### config.mk
export PLATFORM = sky130hd
export DESIGN_NAME = card_dealer_flat
export DESIGN_NICKNAME = d
export VERILOG_FILES = /design/src/rtl/card_dealer_if.sv /design/src/rtl/card_dealer.sv /design/src/flat_wrapper.sv
export SDC_FILE = /design/constraint.sdc
export NUM_CORES = 1
export LEC_CHECK = 0
export BUFFER_PORTS_ARGS = -buffer_cell sky130_fd_sc_hd__buf_2
export CAP_MARGIN = 20
export CORE_MARGIN = 8
export CORE_UTILIZATION = 40
export DETAILED_ROUTE_END_ITERATION = 10
export GPL_TIMING_DRIVEN = 0
export PLACE_DENSITY = 0.6
export SETUP_SLACK_MARGIN = 0.5
export SYNTH_ARGS = -nofsm -noshare
export SYNTH_HDL_FRONTEND = slang
export SYNTH_SLANG_ARGS = --single-unit
### constraint.sdc
create_clock -name clk -period 3.3 [get_ports clk]
set_input_delay 0.495 -clock clk [delete_from_list [all_inputs] [get_ports clk]]
set_output_delay 0.495 -clock clk [all_outputs]
set_load 0.03 [all_outputs]
### src/rtl/card_dealer_if.sv
// Deal-request and card-output bundle between game control and the dealer.
interface card_dealer_if;
    logic       new_game;
    logic       deal_req;
    logic [1:0] card_symbol;
    logic [3:0] card_number;
    logic       card_valid;
    logic       busy;
    logic [5:0] cards_left;
    logic       deck_empty;
    logic       deal_err;

    modport master (
        output new_game, deal_req,
        input  card_symbol, card_number, card_valid,
        input  busy, cards_left, deck_empty, deal_err
    );

    modport slave (
        input  new_game, deal_req,
        output card_symbol, card_number, card_valid,
        output busy, cards_left, deck_empty, deal_err
    );
endinterface

### src/rtl/card_dealer.sv
// 52-card deck: LFSR-seeded draw with linear probing over a used mask.
module card_dealer #(
    parameter logic [15:0] LFSR_SEED = 16'hACE1
) (
    input  logic clk,
    input  logic rst,
    card_dealer_if.slave bus
);
    typedef enum logic {IDLE, PROBE} state_t;

    state_t      state, state_next;
    logic [15:0] lfsr, lfsr_next;
    logic [5:0]  idx, idx_seed, idx_inc;
    logic [51:0] used;
    logic [5:0]  cards_left;
    logic [1:0]  sym, dec_sym;
    logic [3:0]  num, dec_num;
    logic        card_valid, deal_err;
    logic        take, hit, reject;

    assign lfsr_next = {1'b0, lfsr[15:1]} ^ (lfsr[0] ? 16'hB400 : 16'h0000);
    assign idx_seed  = (lfsr[5:0] >= 6'd52) ? lfsr[5:0] - 6'd52 : lfsr[5:0];
    assign idx_inc   = (idx == 6'd51) ? 6'd0 : idx + 6'd1;

    // Rank is taken modulo 16 on idx[3:0]; result always lands in 1..13.
    always_comb begin
        dec_sym = 2'd3;
        dec_num = idx[3:0] - 4'd6;
        if (idx < 6'd13) begin
            dec_sym = 2'd0;
            dec_num = idx[3:0] + 4'd1;
        end else if (idx < 6'd26) begin
            dec_sym = 2'd1;
            dec_num = idx[3:0] - 4'd12;
        end else if (idx < 6'd39) begin
            dec_sym = 2'd2;
            dec_num = idx[3:0] - 4'd9;
        end
    end

    always_comb begin
        state_next = state;
        take       = 1'b0;
        hit        = 1'b0;
        reject     = 1'b0;
        unique case (state)
            IDLE: begin
                if (bus.deal_req) begin
                    if (cards_left != 6'd0) begin
                        take       = 1'b1;
                        state_next = PROBE;
                    end else begin
                        reject = 1'b1;
                    end
                end
            end
            PROBE: begin
                if (!used[idx]) begin
                    hit        = 1'b1;
                    state_next = IDLE;
                end
            end
        endcase
        if (bus.new_game) state_next = IDLE;
    end

    always_ff @(posedge clk or posedge rst) begin
        if (rst) begin
            state <= IDLE;
            lfsr  <= LFSR_SEED;
        end else begin
            state <= state_next;
            lfsr  <= lfsr_next;
        end
    end

    always_ff @(posedge clk or posedge rst) begin
        if (rst) begin
            idx        <= 6'd0;
            used       <= '0;
            cards_left <= 6'd52;
            sym        <= 2'd0;
            num        <= 4'd0;
            card_valid <= 1'b0;
            deal_err   <= 1'b0;
        end else begin
            card_valid <= 1'b0;
            deal_err   <= 1'b0;
            if (bus.new_game) begin
                used       <= '0;
                cards_left <= 6'd52;
                sym        <= 2'd0;
                num        <= 4'd0;
            end else begin
                if (take)   idx      <= idx_seed;
                if (reject) deal_err <= 1'b1;
                if (hit) begin
                    used[idx]  <= 1'b1;
                    sym        <= dec_sym;
                    num        <= dec_num;
                    card_valid <= 1'b1;
                    cards_left <= cards_left - 6'd1;
                end else if (state == PROBE) begin
                    idx <= idx_inc;
                end
            end
        end
    end

    assign bus.card_symbol = sym;
    assign bus.card_number = num;
    assign bus.card_valid  = card_valid;
    assign bus.busy        = (state == PROBE);
    assign bus.cards_left  = cards_left;
    assign bus.deck_empty  = (cards_left == 6'd0);
    assign bus.deal_err    = deal_err;
endmodule

### src/flat_wrapper.sv
// flat-port wrapper written by rule: the top's interface ports become plain ports
module card_dealer_flat 
#(
    parameter logic [15:0] LFSR_SEED = 16'hACE1
)
  (clk, rst, bus_new_game, bus_deal_req, bus_card_symbol, bus_card_number, bus_card_valid, bus_busy, bus_cards_left, bus_deck_empty, bus_deal_err);
  card_dealer_if bus_i ();
  input  logic clk;
  input  logic rst;
  input wire logic [$bits(bus_i.new_game)-1:0] bus_new_game;
  input wire logic [$bits(bus_i.deal_req)-1:0] bus_deal_req;
  output wire logic [$bits(bus_i.card_symbol)-1:0] bus_card_symbol;
  output wire logic [$bits(bus_i.card_number)-1:0] bus_card_number;
  output wire logic [$bits(bus_i.card_valid)-1:0] bus_card_valid;
  output wire logic [$bits(bus_i.busy)-1:0] bus_busy;
  output wire logic [$bits(bus_i.cards_left)-1:0] bus_cards_left;
  output wire logic [$bits(bus_i.deck_empty)-1:0] bus_deck_empty;
  output wire logic [$bits(bus_i.deal_err)-1:0] bus_deal_err;
  assign bus_i.new_game = bus_new_game;
  assign bus_i.deal_req = bus_deal_req;
  assign bus_card_symbol = bus_i.card_symbol;
  assign bus_card_number = bus_i.card_number;
  assign bus_card_valid = bus_i.card_valid;
  assign bus_busy = bus_i.busy;
  assign bus_cards_left = bus_i.cards_left;
  assign bus_deck_empty = bus_i.deck_empty;
  assign bus_deal_err = bus_i.deal_err;
  card_dealer #(.LFSR_SEED(LFSR_SEED)) u_core (.clk(clk), .rst(rst), .bus(bus_i));
endmodule
==> results.tsv, run 1 <==
stage	metric	value	unit
sta	final hold violations	0	
sta	maximum clock frequency	365	MHz
detailed_routing	vias per cell	5.70	
detailed_routing	per-cell routed wire length	19.6	um
clocking	clock buffer depth	2	
clocking	TritonCTS buffer count	9	
clocking	# hold bufs at CTS	0	
placement	Port Buffer Count	19	
worst_setup_path	most frequent cell on the critical path	buf_4	
worst_setup_path	WP buf/inv	3	
global_route	global-route wire length before repair	19100	um
sta	Max transition margin	0.587	
sta	Fin Hold WS	0.0745	ns
power	Peak VDD IR	0.317	mV
sta	Final period util	0.829	
run_status	outcome	finished, final reports clean	
layout	number of diodes	0	
clocking	TritonCTS Sinks	89	
detailed_routing	DRT antenna net count	0	
global_route	largest net degree at the start of global routing	70	
sta	minimum clock period	2.74	ns
synth	Ys Warns	0	
layout	nets	483	
worst_setup_path	Worst Path Arrival	3.03	ns
clocking	clock slew at reported path FFs	0.08	ns
die	Die X	122	um
synth	Seq/Total Area, Yosys	0.500	
synth	post-synthesis net count	425	
clocking	Root Driver	clkbuf_8	
worst_setup_path	critical path's top delay family	multiplexers	
synth	Unique masters post-synth	59	
global_route	gr usage total	0.164	
die	Core Region	0.0109	mm2
synth	Post-Synthesis Cells	407	
sta	Final Skew	0.0139	ns
worst_setup_path	Crit path required time	3.59	ns
clocking	clock latency on the worst-skew pair	0.37	ns
placement	dpl hpwl	7850	um
synth	Async SR Flop Fraction	1.00	
flow_run	max_cap viols	0	
hold_path	Worst Hold Class	in2async	
worst_setup_path	cell at the slowest stage of the critical path	mux4_1	
die	Die Height	122	um
detailed_routing	DRC	0	
placement	Area after DPL	0.00478	mm2
worst_setup_path	CP peak stage delay	0.55	ns
sta	max-slew violation count	0	
power	Pwr Density	499	mW/mm2
detailed_routing	Vias	3475	
global_route	vias in the first global route	3428	
synth	Post-Syn Area	0.00448	mm2
clocking	CTS tree	yes	
sta	RSZ-0062 raised after global routing	yes	
synth	Mean Syn Cell Area	11.0	um2
die	top-level I/O count	20	
detailed_routing	DRT iter0 DRCs	324	
sta	Final Setup Violations	0	
power	Leak Pwr	2.38	nW
layout	share of cells above drive strength 1	0.262	
global_route	grt ovf	0	
worst_setup_path	Setup crit start kind	flop	
detailed_routing	TritonRoute pass-1 iters	4	
placement	GPL Wtd Cong	0.865	
detailed_routing	DRT Wirelength	11900	um
die	row count	38	
die	DIE AREA	0.0149	mm2
layout	Finished Cell Area	0.00535	mm2
synth	top_reg_cell synth	dfrtp_1	
worst_setup_path	cells along the critical path	buf_12, mux4_1, a22oi_1, o21ai_0, a311o_1, buf_4, nor3_4, buf_4, nor4b_4, mux2i_1	
global_route	initial antenna violation count	0	
synth	Yosys reg bits	89	
synth	Post-synth EDFFs	0	
sta	Tightest Pin Transition	0.620	ns
clocking	H-tree depth	3	
worst_setup_path	WS Path Type	reg2reg	
worst_setup_path	Crit Path Max Fanout	8	
layout	synthesis-to-layout area growth	19.2	%
worst_setup_path	Worst setup EP type	flop	
die	initial core utilization	0.412	
## cell families (layout without fill, tap and decap cells)
family / after synthesis / in the layout / share of synthesized area
fa+ha+maj: 14 / 14 / 0.0391
flops: 89 / 89 / 0.500
mux: 21 / 21 / 0.0843
compound gates: 108 / 108 / 0.172
simple gates: 130 / 130 / 0.152
buf+inv: 37 / 100 / 0.0377
xor+xnor: 8 / 8 / 0.0156
## stage by stage
step	power [W]	setup WS (ns)	cells	TNS, ns	util
global route	0.00278	0.418	610	0	0.491
floorplan	0.00150	0.516	407	0	-
finish	0.00267	0.564	610	0	0.491
global placement	0.00164	-0.511	566	-39.48	0.437
CTS	0.00258	0.487	585	0	0.466
detailed placement	0.00164	0.142	567	0	0.439
## sequential cells by signal, summed over array words and instances (netlist names)
name and count:
u_core.bus.cards_left 6, u_core.bus.busy 1, u_core.idx 6, u_core.lfsr 16, u_core.bus.deal_err 1, u_core.bus.card_valid 1
u_core.bus.card_symbol 2, u_core.bus.card_number 4, u_core.used 52
## area by class of cell
cell class | instances | area (um2)
Inverter | 15 | 62.6
Multi-Input combinational cell | 281 | 2120
Sequential cell | 89 | 2240
Clock buffer | 11 | 141
Timing Repair Buffer | 47 | 362
Fill cell | 968 | 5540
Tap cell | 140 | 175
Clock inverter | 5 | 104
Buffer | 22 | 141
## placed cells by master (no fill, tap or decap), types with 4 or more instances in the layout
| cell type | n |
|---|---|
| a21oi_1 | 24 |
| nand3_1 | 6 |
| clkbuf_1 | 12 |
| dfstp_2 | 11 |
| xnor2_1 | 5 |
| a21o_1 | 4 |
| and2_1 | 4 |
| ha_1 | 13 |
| clkbuf_8 | 10 |
| nor2_1 | 59 |
| buf_6 | 4 |
| mux4_2 | 10 |
| o21ai_0 | 13 |
| a211oi_2 | 4 |
| nor3_1 | 4 |
| o2bb2ai_1 | 19 |
| a211o_1 | 4 |
| buf_2 | 20 |
| buf_12 | 4 |
| mux2i_1 | 7 |
| buf_4 | 25 |
| or3_1 | 4 |
| dfrtp_1 | 77 |
| and3_1 | 6 |
| a31oi_1 | 17 |
| nand2_1 | 24 |
| inv_1 | 12 |
## routing by layer
metal  track usage  vias up  wire length (um)
li1              -     1602                 -
met1         0.232     1747              5590
met2         0.240      112              5500
met3        0.0393       14               705
met4        0.0571        0               137
met5             0        -                 0
## where the power goes
group	internal (W)	switching [W]
logic	0.000256	0.000351
registers	0.00111	0.0000269
clock network	0.000524	0.000395
total	0.00190	0.000773
## worst register-to-register path, delay by kind of cell, from the launching register on
kind,cells,cell delay [ns]
compound gates,3,0.59
buf+inv,3,0.50
flops,1,0.41
mux,2,0.78
simple gates,2,0.40
## Yosys cell counts (5+ instances only)
cell type / count / share of area
nor2_1: 59 / 0.049
nand3_1: 7 / 0.0078
dfrtp_1: 78 / 0.44
a21oi_1: 24 / 0.027
mux4_2: 8 / 0.040
xnor2_1: 5 / 0.0098
o21ai_0: 13 / 0.015
a31oi_1: 17 / 0.024
nand2_1: 25 / 0.021
clkbuf_1: 15 / 0.013
ha_1: 14 / 0.039
inv_1: 14 / 0.012
and3_1: 6 / 0.0084
dfstp_2: 11 / 0.064
mux2i_1: 7 / 0.016
o2bb2ai_1: 22 / 0.043
## worst paths after layout
path                            cells past startpoint                  endpoint            from  slack [ns]
worst max-delay path                               10  u_core.bus.cards_left[5]   u_core.idx[0]        0.56
worst min-delay path                                2            u_core.lfsr[3]             rst        0.07
worst max register to register                     10  u_core.bus.cards_left[5]   u_core.idx[0]        0.56
worst min register to register                      0            u_core.lfsr[7]  u_core.lfsr[8]        0.36
max in group asynchronous                           3  u_core.bus.cards_left[4]             rst        2.56
min in group clk                                    0            u_core.lfsr[7]  u_core.lfsr[8]        0.36
## timing repair
item                                    4_1_cts  5_1_grt
pin swaps                                     1        6
gates resized for setup                      10       25
cloned                                        0        1
buffers inserted                              2       24
endpoints found under the setup margin       69       68
No activity file was read; power rests on OpenSTA's default activity.
==> run 2, diff against run 1 <==
ABC_AREA = 1   (was default)
clock period = 2.8 ns   (was 3.3 ns; I/O delays follow)
==> run 2 against run 1 <==
  * Final cell count increased by 38%
  * Clock skew decreased by 0.0081 ns
  * First-iteration DRC count increased by 22%
  * Final area increased by 5.3%
  * Area after synthesis increased by 8.0%
==> results.tsv, run 2 <==
stage	metric	value	unit
die	top-level I/O count	20	
die	Die X	126	um
layout	biggest regs	u_core.used: 52 flops, u_core.lfsr: 16 flops	
worst_setup_path	Crit Path Max Fanout	9	
clocking	CTS tree	yes	
worst_setup_path	Crit path required time	3.04	ns
die	row count	40	
global_route	gr usage total	0.173	
global_route	global-route wire length before repair	21700	um
placement	placed instance count	814	
sta	minimum clock period	2.17	ns
detailed_routing	DRT antenna net count	0	
sta	Final Skew	0.00582	ns
clocking	TritonCTS Sinks	89	
clocking	Root Driver	clkbuf_16	
power	Peak VDD IR	0.593	mV
detailed_routing	DRC	0	
detailed_routing	Vias	4380	
power	Pwr Density	755	mW/mm2
worst_setup_path	WS Path Type	reg2reg	
detailed_routing	DRT iter0 DRCs	394	
die	initial core utilization	0.406	
synth	Ys Warns	0	
worst_setup_path	Worst setup EP type	flop	
worst_setup_path	R2R setup slack	0.63	ns
synth	Synth area leader	dfrtp_1	
layout	most frequent cells in the layout	nand2_1, nand3_1, dfrtp_1	
placement	Port Buffer Count	19	
synth	Yosys reg bits	89	
layout	Final Non-Filler Cells	840	
sta	RSZ-0062 raised after global routing	no	
synth	top_reg_cell synth	dfrtp_1	
global_route	largest net degree at the start of global routing	36	
layout	synthesis-to-layout area growth	16.3	%
layout	commonest non-fill, non-tap cell in the layout	nand2_1	
sta	Max transition margin	0.563	
sta	max-slew violation count	0	
layout	nets	706	
synth	Seq/Total Area, Yosys	0.463	
clocking	clock latency on the worst-skew pair	0.35	ns
detailed_routing	DRT Wirelength	13400	um
synth	Mean Syn Cell Area	7.49	um2
placement	dpl hpwl	9140	um
synth	post-synthesis net count	664	
layout	max FFs per register	52	
worst_setup_path	r2r startpoint	u_core.idx[3]	
layout	Reg with most FFs	u_core.used	
sta	maximum clock frequency	461	MHz
worst_setup_path	Setup crit start kind	flop	
layout	number of diodes	0	
detailed_routing	vias per cell	5.21	
sta	Final period util	0.775	
hold_path	Worst Hold Class	in2async	
synth	Post-Synthesis Cells	646	
synth	Async SR Flop Fraction	1.00	
sta	Fin Setup TNS	0	ns
die	DIE AREA	0.0159	mm2
worst_setup_path	Critical Path Start	u_core.idx[3]	
synth	most common cell in the netlist	nand2_1	
clocking	H-tree depth	3	
clocking	TritonCTS buffer count	9	
layout	share of cells above drive strength 1	0.141	
global_route	grt ovf	0	
global_route	vias in the first global route	4192	
synth	Synth top area share	0.403	
synth	Post-Syn Area	0.00484	mm2
sta	final hold violations	0	
sta	Tightest Pin Transition	0.656	ns
synth	Unique masters post-synth	33	
placement	GPL Wtd Cong	0.882	
synth	top post-synthesis cells by count	nand2_1, nand3_1, dfrtp_1	
flow_run	max_cap viols	0	
detailed_routing	per-cell routed wire length	16.0	um
die	Core Region	0.0119	mm2
run_status	outcome	finished, final reports clean	
power	total power	0.00425	W
clocking	clock slew at reported path FFs	0.06	ns
synth	top post-synthesis cells by area	dfrtp_1, nand2_1, nand3_1	
clocking	# hold bufs at CTS	0	
die	Die Height	126	um
global_route	initial antenna violation count	0	
worst_setup_path	Worst Path Arrival	2.41	ns
synth	Post-synth EDFFs	0	
detailed_routing	TritonRoute pass-1 iters	5	
clocking	clock buffer depth	2	
power	Leak Pwr	3.01	nW
sta	Final Setup Violations	0	
[run 2: kinds of logic after synthesis]
group,after synthesis,share of synthesized area
fa+ha+maj,14,0.0362
flops,89,0.463
compound gates,41,0.0455
simple gates,394,0.345
buf+inv,96,0.0892
xor+xnor,12,0.0217
[run 2: area by class of cell]
| type | instances | area (um2) |
|---|---|---|
| tap | 147 | 184 |
| clock buffer | 10 | 239 |
| multi-input combinational | 461 | 2190 |
| fill | 1185 | 6280 |
| timing repair buffer | 31 | 223 |
| buffer | 30 | 225 |
| inverter | 66 | 264 |
| clock inverter | 6 | 66.3 |
| sequential | 89 | 2240 |
[run 2: final timing paths]
path	endpoint	depth (start not counted)
max in group asynchronous	u_core.lfsr[6]	4
max	u_core.bus.card_number[3]	11
min in group clk	u_core.bus.deal_err	3
min	u_core.lfsr[8]	2
min reg2reg	u_core.lfsr[6]	0
max reg2reg	u_core.bus.card_number[3]	11
[run 2: report_power, final]
| group | internal (W) | leakage (nW) | switching [W] |
|---|---|---|---|
| Clock | 0.000717 | 0.141 | 0.000520 |
| Combinational | 0.000496 | 1.68 | 0.00107 |
| Sequential | 0.00137 | 1.19 | 0.0000721 |
[run 2: metal layers]
metal	track usage	vias up	routed length (um)
li1	-	2115	-
met1	0.222	2125	6230
met2	0.285	125	6330
met3	0.0388	15	691
met4	0.0481	0	181
met5	0	-	0
[run 2: worst max-delay path, cell delays in order (launching register included)]
cell and delay [ns]:
dfrtp_1 0.54, clkinv_2 0.27, ha_1 0.25, nand2_1 0.06, nand3_1 0.07, nand2_1 0.18
o21ai_0 0.13, or2_2 0.28, nand3_1 0.07, a22oi_1 0.08, nand2_1 0.08, nand2_1 0.04
[run 2: timing repair]
action,in CTS,in global routing
resized for setup,8,20
setup buffers,3,7
endpoints found under the hold margin,0,0
pin swaps,2,2
endpoints found under the setup margin,72,61
gates cloned,0,0
[run 2: stage by stage]
step | hold WS, ns | cell area [um2] | utilization | setup slack, ns
2_1_floorplan | 0.331 | 4840 | - | 0.813
4_1_cts | 0.133 | 5520 | 0.463 | 0.549
3_3_place_gp | 0.337 | 5120 | 0.430 | 0.0872
6_report | 0.125 | 5630 | 0.473 | 0.630
5_1_grt | 0.162 | 5630 | 0.473 | 0.498
3_5_place_dp | 0.346 | 5160 | 0.434 | 0.0680
==> run 3, diff against run 2 <==
PLACE_DENSITY = 0.62   (was 0.6)
clock period = 1.8 ns   (was 2.8 ns; I/O delays follow)
==> run 3 against run 2 <==
  * The run now ends with negative setup slack left
  * Maximum frequency rose by 1.5%
  * Register-to-register slack got worse by 0.97 ns
  * Power rose by 69%
  * Critical endpoint is now u_core.used[51]
==> results.tsv, run 3 (synthesis gave the netlist of run 2 again) <==
stage	metric	value	unit
clocking	clock latency on the worst-skew pair	0.35	ns
worst_setup_path	Worst setup EP type	flop	
sta	final hold violations	0	
global_route	largest net degree at the start of global routing	39	
detailed_routing	Vias	4576	
layout	nets	728	
clocking	TritonCTS buffer count	9	
layout	Fillers	1112	
clocking	H-tree depth	3	
power	Switching Fraction	0.406	
detailed_routing	DRT Wirelength	14500	um
die	Die Height	126	um
die	row count	40	
power	sequential share of power	0.317	
clocking	clock slew at reported path FFs	0.07	ns
sta	Final period util	1.19	
detailed_routing	DRT iter0 DRCs	384	
worst_setup_path	Crit path required time	2.08	ns
run_status	outcome	finished with violations	
global_route	initial antenna violation count	0	
die	DIE AREA	0.0159	mm2
layout	synthesis-to-layout area growth	27.4	%
worst_setup_path	Crit Path Max Fanout	10	
placement	GPL Wtd Cong	0.858	
layout	most frequent cells in the layout	nand2_1, nand3_1, dfrtp_1	
power	Logic pwr share	0.425	
worst_setup_path	WS Path Type	reg2reg	
sta	Final WS setup	-0.337	ns
flow_run	max_cap viols	0	
clocking	TritonCTS Sinks	89	
detailed_routing	TritonRoute pass-1 iters	5	
die	Die X	126	um
clocking	CTS tree	yes	
detailed_routing	DRC	0	
sta	RSZ-0062 raised after global routing	yes	
layout	number of diodes	0	
sta	max-slew violation count	0	
power	NetSw	0.00291	W
global_route	gr usage total	0.183	
die	initial core utilization	0.406	
worst_setup_path	Setup crit start kind	flop	
power	Pwr Density	1160	mW/mm2
clocking	clock buffer depth	2	
detailed_routing	DRT antenna net count	0	
sta	Final Setup Violations	72	
sta	minimum clock period	2.14	ns
sta	Final Skew	0.0124	ns
detailed_routing	per-cell routed wire length	16.8	um
layout	Reg with most FFs	u_core.used	
sta	Tightest Pin Transition	0.831	ns
global_route	global-route wire length before repair	23000	um
detailed_routing	vias per cell	5.31	
placement	Port Buffer Count	19	
worst_setup_path	Worst Path Arrival	2.42	ns
sta	Fin Setup TNS	-18.28	ns
power	clock share of power	0.258	
placement	dpl hpwl	9050	um
sta	maximum clock frequency	468	MHz
layout	commonest non-fill, non-tap cell in the layout	nand2_1	
global_route	vias in the first global route	4563	
layout	max FFs per register	52	
sta	Max transition margin	0.444	
layout	biggest regs	u_core.used: 52 flops, u_core.lfsr: 16 flops	
die	Core Region	0.0119	mm2
sta	Fin Hold WS	0.00953	ns
run_status	failing checks	negative setup slack	
global_route	grt ovf	0	
hold_path	Worst Hold Class	in2async	
power	Leak Pwr	3.19	nW
power	Peak VDD IR	0.685	mV
die	top-level I/O count	20	
power	internal cell power	0.00426	W
layout	share of cells above drive strength 1	0.252	
clocking	Root Driver	clkbuf_16	
run 3: cell count changes in the layout (fill, tap and decap cells not counted), sizes merged:
cell	before	now
clkbuf	21	18
inv	63	67
bufinv	1	0
buf	50	74
clkinvlp	5	3
run 3: cell type report:
cell class / count / area [um2] / area share
flip-flops and latches: 89 / 2250 / 0.365
plain buffers: 30 / 288 / 0.0467
multi-input cells: 461 / 2390 / 0.387
clock inverters: 7 / 62.6 / 0.0101
clock buffers: 9 / 225 / 0.0365
inverters: 66 / 268 / 0.0434
repair buffers: 53 / 507 / 0.0822
well taps: 147 / 184 / 0.0298
run 3: critical path: stages, from the launching register on:
cell and delay [ns]:
dfrtp_1 0.41, buf_6 0.19, buf_8 0.15, nand2_1 0.06, nand3_1 0.10, nand3_2 0.09
nand3_2 0.09, nand2_2 0.06, nor2_4 0.16, nand4_4 0.14, nor2_4 0.15, buf_6 0.17
buf_12 0.15, nand3_2 0.07, nand2_1 0.08
run 3: layer usage:
layer / vias to the layer above / share of wire / global-route usage
li1: 2164 / - / -
met1: 2174 / 0.41 / 0.218
met2: 179 / 0.47 / 0.302
met3: 59 / 0.068 / 0.0422
met4: 0 / 0.049 / 0.0962
met5: - / 0 / 0
run 3: power groups by stage:
stage,Combinational (W),Sequential (W),Clock [W]
after floorplan,0.00151,0.00240,0
after global placement,0.00226,0.00228,0
after detailed placement,0.00229,0.00229,0
after CTS,0.00273,0.00226,0.00188
after global routing,0.00329,0.00229,0.00195
final,0.00305,0.00227,0.00185
run 3: stage by stage:
stage	total power, W	setup slack, ns	std cells	cell area (um2)	util
2_1_floorplan	0.00391	-0.0341	646	4900	-
3_3_place_gp	0.00454	-0.529	812	5180	0.435
3_5_place_dp	0.00458	-0.577	814	5220	0.438
4_1_cts	0.00687	-0.302	851	5880	0.494
5_1_grt	0.00753	-0.455	862	6170	0.518
6_report	0.00717	-0.337	862	6170	0.518
run 3: final timing paths:
kind | startpoint | endpoint | slack [ns] | cells past startpoint
min in group clk | bus_deal_req | u_core.bus.deal_err | 0.16 | 3
max in group asynchronous | rst | u_core.lfsr[0] | 1.14 | 3
worst min register to register | u_core.lfsr[12] | u_core.lfsr[11] | 0.35 | 0
worst max-delay path | u_core.idx[0] | u_core.used[51] | -0.34 | 14
worst min-delay path | rst | u_core.used[50] | 0.01 | 2
worst max register to register | u_core.idx[0] | u_core.used[51] | -0.34 | 14
run 3: timing repair:
item                                    in CTS  in global routing
gates resized for setup                     63                 55
hold endpoints to repair                     0                  0
buffers inserted                            19                  7
cloned                                       2                  4
pin swaps                                   10                 27
hold buffers                                 0                  0
endpoints found under the setup margin      78                 79
